`src/rtl/serial_flash_cmd.sv`:
```
// Line-oriented serial command parser: "R aaaaaa" / "W aaaaaa dd" + CR/LF becomes a
// flash read/write request held until acknowledged.
module serial_flash_cmd #(
  parameter int unsigned WORD_BITS     = 8,
  parameter int unsigned ADDRESS_WORDS = 3,
  parameter int unsigned MAIN_CLK      = 27_000_000,
  parameter int unsigned TIMEOUT_MS    = 2000
) (
  input  logic                               clk27,
  input  logic                               rst,
  input  logic [WORD_BITS-1:0]               in_rx_char,
  input  logic                               in_rx_valid,
  output logic                               out_cmd_valid,
  input  logic                               in_cmd_ack,
  output logic                               out_cmd_read,
  output logic [WORD_BITS*ADDRESS_WORDS-1:0] out_cmd_addr,
  output logic [WORD_BITS-1:0]               out_cmd_data,
  output logic                               out_err,
  output logic                               out_busy
);

  localparam int unsigned AddrBits      = WORD_BITS * ADDRESS_WORDS;
  localparam int unsigned AddrDigits    = 2 * ADDRESS_WORDS;
  localparam int unsigned DataDigits    = 2;
  localparam int unsigned TimeoutCycles = MAIN_CLK / 1000 * TIMEOUT_MS;
  localparam int unsigned CntBits       = $clog2(AddrDigits + 1);
  localparam int unsigned TmrBits       = $clog2(TimeoutCycles + 1);

  typedef enum logic [2:0] {
    StIdle, StSep1, StAddr, StSep2, StData, StTerm, StIssue, StDiscard
  } state_e;

  state_e             state_q;
  logic [CntBits-1:0] cnt_q;
  logic [TmrBits-1:0] timer_q;

  logic [7:0] ch;
  logic [3:0] nibble;
  logic       is_hex, is_term, is_sp, is_rd, is_wr;
  logic       char_ok, timeout;

  always_comb begin
    ch      = 8'(in_rx_char);
    is_term = (ch == 8'h0D) || (ch == 8'h0A);
    is_sp   = (ch == 8'h20);
    is_rd   = (ch == 8'h52) || (ch == 8'h72);
    is_wr   = (ch == 8'h57) || (ch == 8'h77);
    is_hex  = 1'b1;
    nibble  = 4'h0;
    if (ch >= 8'h30 && ch <= 8'h39) begin
      nibble = 4'(ch - 8'h30);
    end else if (ch >= 8'h41 && ch <= 8'h46) begin
      nibble = 4'(ch - 8'h37);
    end else if (ch >= 8'h61 && ch <= 8'h66) begin
      nibble = 4'(ch - 8'h57);
    end else begin
      is_hex = 1'b0;
    end

    // Character the grammar expects in the current mid-line state.
    case (state_q)
      StSep1, StSep2: char_ok = is_sp;
      StAddr, StData: char_ok = is_hex;
      StTerm:         char_ok = is_term;
      default:        char_ok = 1'b1;
    endcase

    timeout = (state_q != StIdle) && (state_q != StIssue) && !in_rx_valid &&
              (timer_q == TmrBits'(TimeoutCycles - 1));
  end

  always_ff @(posedge clk27 or posedge rst) begin
    if (rst) begin
      state_q       <= StIdle;
      cnt_q         <= '0;
      timer_q       <= '0;
      out_cmd_valid <= 1'b0;
      out_cmd_read  <= 1'b1;
      out_cmd_addr  <= '0;
      out_cmd_data  <= '0;
      out_err       <= 1'b0;
      out_busy      <= 1'b0;
    end else begin
      out_err <= 1'b0;
      if (state_q == StIdle || state_q == StIssue || in_rx_valid) begin
        timer_q <= '0;
      end else begin
        timer_q <= timer_q + TmrBits'(1);
      end

      if (timeout) begin
        state_q  <= StIdle;
        out_busy <= 1'b0;
        out_err  <= 1'b1;
      end else if (state_q == StIssue) begin
        // Overrun: the character is lost, the pending request is kept.
        if (in_rx_valid) out_err <= 1'b1;
        if (in_cmd_ack) begin
          state_q       <= StIdle;
          out_busy      <= 1'b0;
          out_cmd_valid <= 1'b0;
        end
      end else if (in_rx_valid) begin
        if (!char_ok) begin
          // A terminator ends the broken line now; anything else waits for one.
          if (is_term) begin
            state_q  <= StIdle;
            out_busy <= 1'b0;
            out_err  <= 1'b1;
          end else begin
            state_q <= StDiscard;
          end
        end else begin
          case (state_q)
            StIdle: begin
              if (is_rd || is_wr) begin
                state_q      <= StSep1;
                out_busy     <= 1'b1;
                out_cmd_read <= is_rd;
                out_cmd_data <= '0;
              end else if (!is_term && !is_sp) begin
                state_q  <= StDiscard;
                out_busy <= 1'b1;
              end
            end
            StSep1: begin
              state_q      <= StAddr;
              cnt_q        <= '0;
              out_cmd_addr <= '0;
            end
            StAddr: begin
              out_cmd_addr <= {out_cmd_addr[AddrBits-5:0], nibble};
              cnt_q        <= cnt_q + CntBits'(1);
              if (cnt_q == CntBits'(AddrDigits - 1)) begin
                state_q <= out_cmd_read ? StTerm : StSep2;
              end
            end
            StSep2: begin
              state_q <= StData;
              cnt_q   <= '0;
            end
            StData: begin
              out_cmd_data <= {out_cmd_data[WORD_BITS-5:0], nibble};
              cnt_q        <= cnt_q + CntBits'(1);
              if (cnt_q == CntBits'(DataDigits - 1)) state_q <= StTerm;
            end
            StTerm: begin
              state_q       <= StIssue;
              out_cmd_valid <= 1'b1;
            end
            StDiscard: begin
              if (is_term) begin
                state_q  <= StIdle;
                out_busy <= 1'b0;
                out_err  <= 1'b1;
              end
            end
            default: state_q <= StIdle;
          endcase
        end
      end
    end
  end

endmodule

```
`config.mk`:
```
export PLATFORM = sky130hd
export DESIGN_NAME = serial_flash_cmd
export DESIGN_NICKNAME = d
export VERILOG_FILES = /design/src/rtl/serial_flash_cmd.sv
export SDC_FILE = /design/constraint.sdc
export NUM_CORES = 1
export LEC_CHECK = 0
export ABC_AREA = 1
export ABC_CLOCK_PERIOD_IN_PS = 2400
export CORE_MARGIN = 2
export CORE_UTILIZATION = 32
export DETAILED_ROUTE_END_ITERATION = 12
export PLACE_DENSITY_LB_ADDON = 0.1
export SYNTH_ARGS = -nofsm -noshare
export SYNTH_HDL_FRONTEND = slang
export SYNTH_SLANG_ARGS = --single-unit
export TNS_END_PERCENT = 100
```
`constraint.sdc`:
```
create_clock -name clk27 -period 2.4 [get_ports clk27]
set_input_delay 0.48 -clock clk27 [delete_from_list [all_inputs] [get_ports clk27]]
set_output_delay 0.48 -clock clk27 [all_outputs]
set_load 0.1 [all_outputs]
```
==> summary.md <==
| Metric | Value |
|---|---|
| CP max FO | 4 |
| Antenna-violating nets left | 0 |
| P&R area growth vs syn | 27.4% |
| # placed instances | 711 |
| Post-CTS Setup Inserts | 0 |
| DRC | 0 |
| Final Util | 0.420 |
| Detailed Route WL | 9650 um |
| Core ar. | 11500 sq um |
| Die width | 113 um |
| Num CTS Buffers | 9 |
| Worst-margin pin slew | 440 ps |
| #FFs+latches synth | 68 |
| Final setup margin | 210 ps |
| RSZ-0062 raised after global routing | no |
| Setup crit start kind | primary input |
| Post-synth top flop | dfrtp_1 |
| Fin crit share | 0.912 |
| Worst r2r path cells | 10 |
| Max-slew violation count | 0 |
| H-tree depth | 3 |
| Asr flop ratio synth | 1.00 |
| Crit end category | flip-flop |
| Internal reg-to-reg setup slack | 380 ps |
| Worst Hold Class | reg2reg |
| Yosys top cell area share | 0.444 |
| Crit path arrival time | 2410 ps |
| Post-Synthesis Cell Area | 3780 sq um |
| Clk slew on worst S/H paths | 60 ps |
| Post-CTS Resized | 0 |
| FMAX | 0.457 GHz |
| Global route total overflow | 0 |
| Final HPWL DP | 7210 um |
| Finished Layout Cells | 727 |
| WP data required | 2620 ps |
| Die Y | 113 um |
| Final-layout fill cell count | 1176 |
| Outcome | completed |
| Vias in the first global route | 3313 |
| Ports | 48 |
| Minimum clock period | 2190 ps |
| Library cells used by synthesis | 35 |
| Vias per cell | 4.76 |
| EDFF count, synth | 0 |
| Post-Syn Nets | 526 |
| Synth warn | 0 |
| Port Buffer Count | 47 |
| Final setup viols | 0 |
| Antenna diode count | 0 |
| Global-route wire length before repair | 16400 um |
| Pre-CTS WS | -127 ps |
| Hold buffers post-CTS | 0 |
| Power, Total | 0.00454 W |
| CTS tree | built |
| Most frequent cell after synthesis | nand2_1 |
| Root Driver | clkbuf_16 |
| Total track usage | 0.161 |
| Placement Rows | 39 |
| Initial antenna violation count | 0 |
| Max-cap violations | 0 |
| Share of layout cells above drive strength 1 | 0.170 |
| Cell taking the most area after synthesis | dfrtp_1 |
| Largest net degree at the start of global routing | 25 |
| Critical path class | in2reg |
| First-iteration detailed-routing DRC count | 197 |
| Routability congestion estimate from global placement | 0.808 |
| Clock Skews | 6.98 ps |
| Die area | 12700 sq um |
| Final hold violation count | 0 |
| 1st-pass router iterations | 4 |
| Hold path depth | 1 |
| Initial core utilization | 0.329 |
| Sinks on Clock Net | 68 |
| Relative slew slack | 0.705 |
| Seq/Total Area, Yosys | 0.451 |
| Max VDD drop | 0.604 mV |
| Pleak | 2.38 nW |
| Power Density | 943 nW/um^2 |
| Drt wl/cell | 13.3 um |
| Final nets | 598 |
| Vias | 3462 |
| Mean Syn Cell Area | 7.45 sq um |
| Mapped Cells | 507 |
| Most frequent cells after synthesis | nand2_1, dfrtp_1, nor2_1 |
| Dominant cells by area after synthesis | dfrtp_1, nand2_1, nor2_1 |
| Clock Latency Late Sink | 330 ps |
| Clock buffer depth | 2 |
power breakdown:
| group | internal (W) | total, W | switching (W) |
|---|---|---|---|
| clock network | 0.000937 | 0.00145 | 0.000509 |
| logic | 0.000490 | 0.00170 | 0.00121 |
| registers | 0.00126 | 0.00139 | 0.000132 |
| total | 0.00269 | 0.00454 | 0.00185 |
routing by layer:
metal | vias to the layer above | global-route usage | wire (um)
met5 | - | 0 | 0
met4 | 0 | 0.0439 | 125
met3 | 11 | 0.0416 | 477
met2 | 69 | 0.240 | 4150
met1 | 1612 | 0.232 | 4900
li1 | 1770 | - | -
cells by family after synthesis:
kind of cell               count (synthesis)  synth area share
AOI/OAI and AO/OA                         40            0.0566
xor gates and xnor gates                  11            0.0255
adders and majority gates                  7            0.0232
buffers and inverters                     56            0.0643
DFF                                       68             0.451
muxes                                      1           0.00298
and+or+nand+nor                          324             0.377
through the flow:
| step | setup TNS, ps | cell area (sq um) | hold slack, ps |
|---|---|---|---|
| floorplan | 0 | 3780 | 432 |
| global placement | -2230 | 4490 | 452 |
| finish | 0 | 4810 | 460 |
| global route | 0 | 4810 | 490 |
| CTS | 0 | 4810 | 469 |
| detailed placement | -2660 | 4490 | 461 |
worst paths after layout:
path                                     to     startpoint
setup reg to reg                 state_q[0]     state_q[0]
hold reg to reg                  timer_q[0]     timer_q[0]
setup / recovery                 state_q[0]  in_rx_char[1]
max in group asynchronous        timer_q[2]            rst
hold / removal                   timer_q[0]     timer_q[0]
min in group asynchronous  out_cmd_addr[20]            rst
final cells by class:
type / instances / area, sq um / share of cell area
clock buffer: 10 / 239 / 0.0496
clock inverter: 6 / 87.6 / 0.0182
inverter: 46 / 175 / 0.0364
multi-input combinational: 383 / 1830 / 0.381
sequential: 68 / 1700 / 0.354
tap: 143 / 179 / 0.0372
timing repair buffer: 71 / 598 / 0.124
worst max-delay path: stages:
cell and delay [ps]:
clkdlybuf4s50_1 470, inv_1 130, ha_1 190, nand3_1 100
a21oi_1 280, buf_4 170, o21ai_0 90, nand2_1 100
nand3_1 70, nand2_1 130, inv_1 80, nand2_1 60
nand2_1 40
cell usage in the layout (no fill, tap or decap), types with 2 or more instances in the layout:
master,n
o21a_1,2
nor2_2,3
nand2_1,162
inv_1,42
o21ai_0,17
dfrtp_1,67
nand4_1,7
ha_1,7
buf_12,3
nand3b_1,4
clkbuf_16,9
nand3_1,50
nand2_2,4
bufinv_16,2
buf_4,57
o21ai_1,4
xor2_1,10
inv_2,3
nor4_1,3
clkinv_4,2
nor2_4,2
clkinv_2,2
nand2_4,2
nor3_1,15
a21oi_1,14
nor2_1,67
clkdlybuf4s50_1,11
or2_2,2
flip-flops by register name, summed over array words and instances, names as in the netlist:
signal,count
out_cmd_valid,1
out_err,1
timer_q,26
out_cmd_read,1
out_cmd_data,8
out_cmd_addr,24
state_q,3
cnt_q,3
out_busy,1
No activity file was read; power rests on OpenSTA's default activity.
